### src/rtl/beep_sequencer.sv
// Buzzer pattern generator behind the parking FSM: a single chirp when the gate opens,
// and a FULL_BEEPS burst when a car requests entry into a full lot.
module beep_sequencer #(
    parameter int TICK_DIV   = 50000,
    parameter int CHIRP_MS   = 100,
    parameter int GAP_MS     = 100,
    parameter int FULL_BEEPS = 3,
    parameter int TONE_DIV   = 12500
) (
    input  logic       clk,
    input  logic       reset,
    input  logic       door_open,
    input  logic       full,
    input  logic       entry_req,
    input  logic       enable,
    output logic       beep,
    output logic       busy,
    output logic [1:0] pattern
);

    localparam int MS_MAX = (CHIRP_MS > GAP_MS) ? CHIRP_MS : GAP_MS;
    localparam int PRE_W  = (TICK_DIV > 1) ? $clog2(TICK_DIV) : 1;
    localparam int MS_W   = (MS_MAX > 1) ? $clog2(MS_MAX) : 1;
    localparam int TONE_W = (TONE_DIV > 1) ? $clog2(TONE_DIV) : 1;
    localparam int BC_W   = $clog2(FULL_BEEPS + 1);

    localparam logic [PRE_W-1:0]  PRE_LAST   = PRE_W'(TICK_DIV - 1);
    localparam logic [MS_W-1:0]   ON_LAST    = MS_W'(CHIRP_MS - 1);
    localparam logic [MS_W-1:0]   GAP_LAST   = MS_W'(GAP_MS - 1);
    localparam logic [TONE_W-1:0] TONE_LAST  = TONE_W'(TONE_DIV - 1);
    localparam logic [BC_W-1:0]   TOTAL_REJ  = BC_W'(FULL_BEEPS);
    localparam logic [BC_W-1:0]   TOTAL_CHRP = BC_W'(1);

    typedef enum logic [1:0] {S_IDLE, S_ON, S_OFF} state_t;
    typedef enum logic [1:0] {PAT_IDLE = 2'b00, PAT_CHIRP = 2'b01, PAT_REJ = 2'b10} pat_t;

    state_t             state_q, state_d;
    pat_t               pattern_q, start_pat;
    logic               door_q, req_q, tone_q;
    logic [PRE_W-1:0]   ms_pre;
    logic [MS_W-1:0]    ms_cnt;
    logic [TONE_W-1:0]  tone_cnt;
    logic [BC_W-1:0]    beep_cnt;

    logic door_rise, req_rise, reject, start, tick, phase_end, last_beep;
    logic [MS_W-1:0] phase_last;

    always_comb begin
        door_rise  = door_open & ~door_q;
        req_rise   = entry_req & ~req_q;
        reject     = req_rise & full;
        tick       = (ms_pre == PRE_LAST);
        phase_last = (state_q == S_ON) ? ON_LAST : GAP_LAST;
        phase_end  = tick && (ms_cnt == phase_last) && (state_q != S_IDLE);
        last_beep  = (beep_cnt == ((pattern_q == PAT_REJ) ? TOTAL_REJ : TOTAL_CHRP));
        start      = 1'b0;
        start_pat  = PAT_IDLE;
        state_d    = state_q;
        unique case (state_q)
            S_IDLE: begin
                if (reject) begin
                    start = 1'b1; start_pat = PAT_REJ;
                end else if (door_rise) begin
                    start = 1'b1; start_pat = PAT_CHIRP;
                end
            end
            S_ON: begin
                // Only a reject may pre-empt a chirp; a running reject is never interrupted.
                if (pattern_q == PAT_CHIRP && reject) begin
                    start = 1'b1; start_pat = PAT_REJ;
                end else if (phase_end) begin
                    state_d = last_beep ? S_IDLE : S_OFF;
                end
            end
            S_OFF: begin
                if (pattern_q == PAT_CHIRP && reject) begin
                    start = 1'b1; start_pat = PAT_REJ;
                end else if (phase_end) begin
                    state_d = S_ON;
                end
            end
            default: state_d = S_IDLE;
        endcase
        if (start) state_d = S_ON;
    end

    always_ff @(posedge clk) begin
        if (reset) begin
            state_q   <= S_IDLE;
            pattern_q <= PAT_IDLE;
            door_q    <= door_open;
            req_q     <= entry_req;
            tone_q    <= 1'b0;
            ms_pre    <= '0;
            ms_cnt    <= '0;
            tone_cnt  <= '0;
            beep_cnt  <= '0;
        end else begin
            door_q  <= door_open;
            req_q   <= entry_req;
            state_q <= state_d;
            if (start) begin
                pattern_q <= start_pat;
                beep_cnt  <= TOTAL_CHRP;
                ms_pre    <= '0;
                ms_cnt    <= '0;
                tone_cnt  <= '0;
                tone_q    <= 1'b1;
            end else if (state_q != S_IDLE) begin
                if (phase_end) begin
                    ms_pre   <= '0;
                    ms_cnt   <= '0;
                    tone_cnt <= '0;
                    if (state_q == S_ON) begin
                        tone_q <= 1'b0;
                        if (last_beep) begin
                            pattern_q <= PAT_IDLE;
                            beep_cnt  <= '0;
                        end
                    end else begin
                        tone_q   <= 1'b1;
                        beep_cnt <= beep_cnt + BC_W'(1);
                    end
                end else begin
                    ms_pre <= tick ? '0 : ms_pre + PRE_W'(1);
                    if (tick) ms_cnt <= ms_cnt + MS_W'(1);
                    if (state_q == S_ON) begin
                        if (tone_cnt == TONE_LAST) begin
                            tone_cnt <= '0;
                            tone_q   <= ~tone_q;
                        end else begin
                            tone_cnt <= tone_cnt + TONE_W'(1);
                        end
                    end
                end
            end
        end
    end

    assign beep    = tone_q & enable;
    assign busy    = (state_q != S_IDLE);
    assign pattern = pattern_q;

endmodule

### config.mk
export PLATFORM = sky130hd
export DESIGN_NAME = beep_sequencer
export DESIGN_NICKNAME = d
export VERILOG_FILES = /design/src/rtl/beep_sequencer.sv
export SDC_FILE = /design/constraint.sdc
export NUM_CORES = 1
export LEC_CHECK = 0
export CORE_MARGIN = 3
export CORE_UTILIZATION = 60
export DETAILED_ROUTE_END_ITERATION = 10
export PLACE_DENSITY = 0.79
export SETUP_SLACK_MARGIN = 0.2
export SLEW_MARGIN = 40
export SYNTH_ARGS = -nofsm -noshare
export SYNTH_HDL_FRONTEND = slang
export SYNTH_SLANG_ARGS = --single-unit
### constraint.sdc
create_clock -name clk -period 4.9 [get_ports clk]
set_input_delay 0.49 -clock clk [delete_from_list [all_inputs] [get_ports clk]]
set_output_delay 0.49 -clock clk [all_outputs]
set_load 0.05 [all_outputs]
==> results.txt <==
The final count of pins violating max slew is 0. The cell family contributing the most delay on the critical path is buffers and inverters. The first-pass detailed-route iteration total is 4. The portion of the post-synthesis area used by sequential elements came out at 0.377. The via density per instance is 6.05.

The number of I/O pins is 10. The total of cells resized after clock tree synthesis came out at 0. The global-route wire length before repair is 8.25 mm. The number of synthesized flops with an enable pin is 0. Data on the critical path is required at its endpoint by 4.41 ns.

The overall fraction of global-route tracks in use is 0.203. STA classifies the critical path startpoint as a flip-flop. Clock tree synthesis inserted a total of 5 buffers. The count of unique library cells instantiated by Yosys came out at 52.

The number of maximum-capacitance violations is 0. The number of hold buffers added after cts came out at 0. The smallest clock period supported by the final layout is computed as 2.92 ns. Dividing the final minimum period by the clock period gives 0.596. The total power density per cell area is 268 nW/um^2. The data arrival at the endpoint of the critical path is 2.43 ns. Setup repair after global routing left no endpoint under its margin.

The initial standard-cell utilization of the core came out at 0.643. After filler insertion, the fill cell instance count of the layout stands at 317. For flop-to-flop paths, the worst setup slack is 2.17 ns. The number of nets in the layout is 304. Counting stages on the worst path, the most repeated cell is inv_1. The die is 69.8 um wide. The type of element capturing the critical path is an output pin. The timing-limited maximum frequency is 342 MHz.

The via count of the first global-routing pass is 1858. The number of hold violations in the final report is 0. The post-synthesis async set-or-reset flop share came out at 0. The area growth from synthesis to layout came out at 7.64%.

The number of antenna violations at the first check in global routing is 0. The clock drives 46 sinks. The cell area after placement came out at 2550 um^2. When the netlist entered floorplanning its net count stood at 295.

The finished layout cell area came out at 2630 um^2. The worst slew slack as a fraction of its limit came out at 0.593. The quantity of I/O buffers inserted on ports is 9. The half-perimeter wire length after placement came out at 3.51 mm. For this run, the number of Yosys warnings is 0. The largest individual stage delay along the critical path comes from the cell clkdlybuf4s50_1.

The floorplan die area is 4870 um^2. The clock latency reported for the late side of the worst-skew pair is 0.30 ns. After detailed routing, the number of remaining DRC violations is 0. The critical path's largest stage delay is 0.83 ns. TritonCTS built the clock tree.

The worst hold path belongs to the class reg2reg. The worst setup path is of the reg2out kind. The flow ran to the end, and the final reports show no timing, DRC or antenna violations. Between clock sinks in the finished design, the worst skew comes to 0.00627 ns. The placement row count is 22. The leakage power is 0.887 nW. The largest vdd supply drop came out at 0.000196 V. The H-tree depth came out at 2. The final routed wirelength across all metal layers came out at 4.83 mm. The post-synthesis instance total came out at 282. The setup-violating endpoint count in the final report came out at 0. The number of routed nets with antenna violations came out at 0. The maximum number of pins on one net before global-route repair is 16. The floorplan die height is 69.8 um.

The worst-case clock buffer depth is 2. After synthesis the cells add up to 2440 um^2. Routability-driven placement finished with a final weighted congestion of 0.827. The repair_antennas step left the layout with diodes totalling 0. In the synthesized netlist the dominant register cell turns out to be dfxtp_1. The wire length per cell came out at 14.2 um.

Walking the worst path, the cells encountered are inv_1 -> ha_1 -> inv_1 -> clkdlybuf4s50_1. The number of buffers inserted by post-CTS setup repair came out at 0. The routed via count is 2052. The transition time at the pin with the least slew margin is 0.609 ns. The root buffer cell is clkbuf_8. The core box area came out at 3800 um^2. The number of buffers and inverters on the critical path came out at 3. A synthesized cell averages 8.66 um^2.

The share of cells above drive strength 1 is 0.0515. The final setup TNS came out at 0 ns. The register bit count reported by yosys came out at 46. The total global routing overflow came out at 0. The iteration-0 DRC count of the detailed router came out at 105. Of all nets on the critical path, the largest fanout is 14. The CTS clock-pin slew for the worst setup and hold paths came out at 0.08 ns.
## cell usage in the layout (no fill, tap or decap), types with 3 or more instances in the layout
| cell type | count |
|---|---|
| nor4bb_1 | 3 |
| nand3_1 | 19 |
| o21ai_0 | 13 |
| nor3_1 | 6 |
| nor2_1 | 25 |
| or3_1 | 9 |
| and3b_1 | 4 |
| clkbuf_8 | 5 |
| xor2_1 | 11 |
| inv_1 | 12 |
| and4_1 | 7 |
| nand4_1 | 10 |
| nor4_1 | 3 |
| dfxtp_1 | 46 |
| a31oi_1 | 4 |
| clkdlybuf4s50_1 | 9 |
| nand2_1 | 16 |
| or4_1 | 3 |
| ha_1 | 7 |
| a21oi_1 | 22 |
| o31ai_1 | 4 |
| xnor2_1 | 10 |
| and3_1 | 3 |
| and4b_1 | 4 |
| nor2b_1 | 4 |
## logic make-up after synthesis
family | count (synthesis) | share of synthesized area
and+or+nand+nor | 129 | 0.316
AOI/OAI and AO/OA | 58 | 0.153
DFF | 46 | 0.377
xor gates and xnor gates | 21 | 0.0753
buffers and inverters | 19 | 0.0349
adders and majority gates | 7 | 0.0359
muxes | 2 | 0.00820
## area by class of cell
cell class	instances	area, um^2	share of cell area
Multi-Input combinational cell	217	1440	0.546
Sequential cell	46	921	0.350
Timing Repair Buffer	9	90.1	0.0343
Clock buffer	7	76.3	0.0290
Tap cell	48	60.1	0.0229
Inverter	12	45.0	0.0171
## registers in the layout (all words and copies together) (netlist names)
register	count
ms_pre	16
tone_cnt	14
ms_cnt	7
beep_cnt	2
pattern	2
state_q	2
door_q	1
req_q	1
tone_q	1
## path summary, 6_finish.rpt
check	startpoint	cells past startpoint	endpoint
setup / recovery	state_q[1]	4	busy
hold / removal	ms_cnt[5]	2	ms_cnt[5]
setup reg to reg	state_q[1]	7	ms_pre[14]
hold reg to reg	ms_cnt[5]	2	ms_cnt[5]
## Yosys cell counts, types with 3 or more instances
library cell / instances / area, um^2
and4_1: 7 / 61.3
clkbuf_1: 3 / 11.3
nand3_1: 19 / 95.1
xor2_1: 11 / 96.3
nor3_1: 6 / 30.0
or3_1: 9 / 56.3
a21oi_1: 22 / 110
ha_1: 7 / 87.6
or4_1: 3 / 22.5
a31oi_1: 4 / 25.0
inv_1: 12 / 45.0
xnor2_1: 10 / 87.6
and3b_1: 4 / 35.0
and3_1: 3 / 18.8
and4b_1: 4 / 40.0
nor4_1: 3 / 18.8
o31ai_1: 4 / 30.0
nand4_1: 10 / 62.6
nand2_1: 16 / 60.1
o21ai_0: 13 / 65.1
dfxtp_1: 46 / 921
nor4bb_1: 3 / 30.0
nor2_1: 25 / 93.8
nor2b_1: 4 / 25.0
## tightest hold or removal path: cells and delay by family, from the launching register on
| family | cells | cell delay [ns] |
|---|---|---|
| AOI/OAI and AO/OA | 2 | 0.13 |
| DFF | 1 | 0.32 |
## routing by layer
layer / vias up / GRT usage / part of all wire
li1: 1058 / - / -
met1: 960 / 0.272 / 0.51
met2: 28 / 0.320 / 0.45
met3: 6 / 0.0478 / 0.034
met4: 0 / 0.0681 / 0.013
met5: - / 0 / 0
## metrics by stage
| stage | instances | setup slack, ns | hold slack [ns] | util | power, mW |
|---|---|---|---|---|---|
| 2_1_floorplan | 282 | 2.45 | 0.454 | - | 0.471 |
| 3_3_place_gp | 332 | 2.32 | 0.465 | 0.672 | 0.493 |
| 5_1_grt | 339 | 1.88 | 0.499 | 0.692 | 0.735 |
| 4_1_cts | 339 | 1.98 | 0.494 | 0.692 | 0.709 |
| 3_5_place_dp | 332 | 2.23 | 0.474 | 0.672 | 0.493 |
| 6_report | 339 | 1.98 | 0.493 | 0.692 | 0.703 |
## where the power goes
part	internal (mW)	switching (mW)
registers	0.382	0.00931
clock network	0.0983	0.119
logic	0.0323	0.0623
total	0.513	0.191
Power figures use the tool's default switching activity.
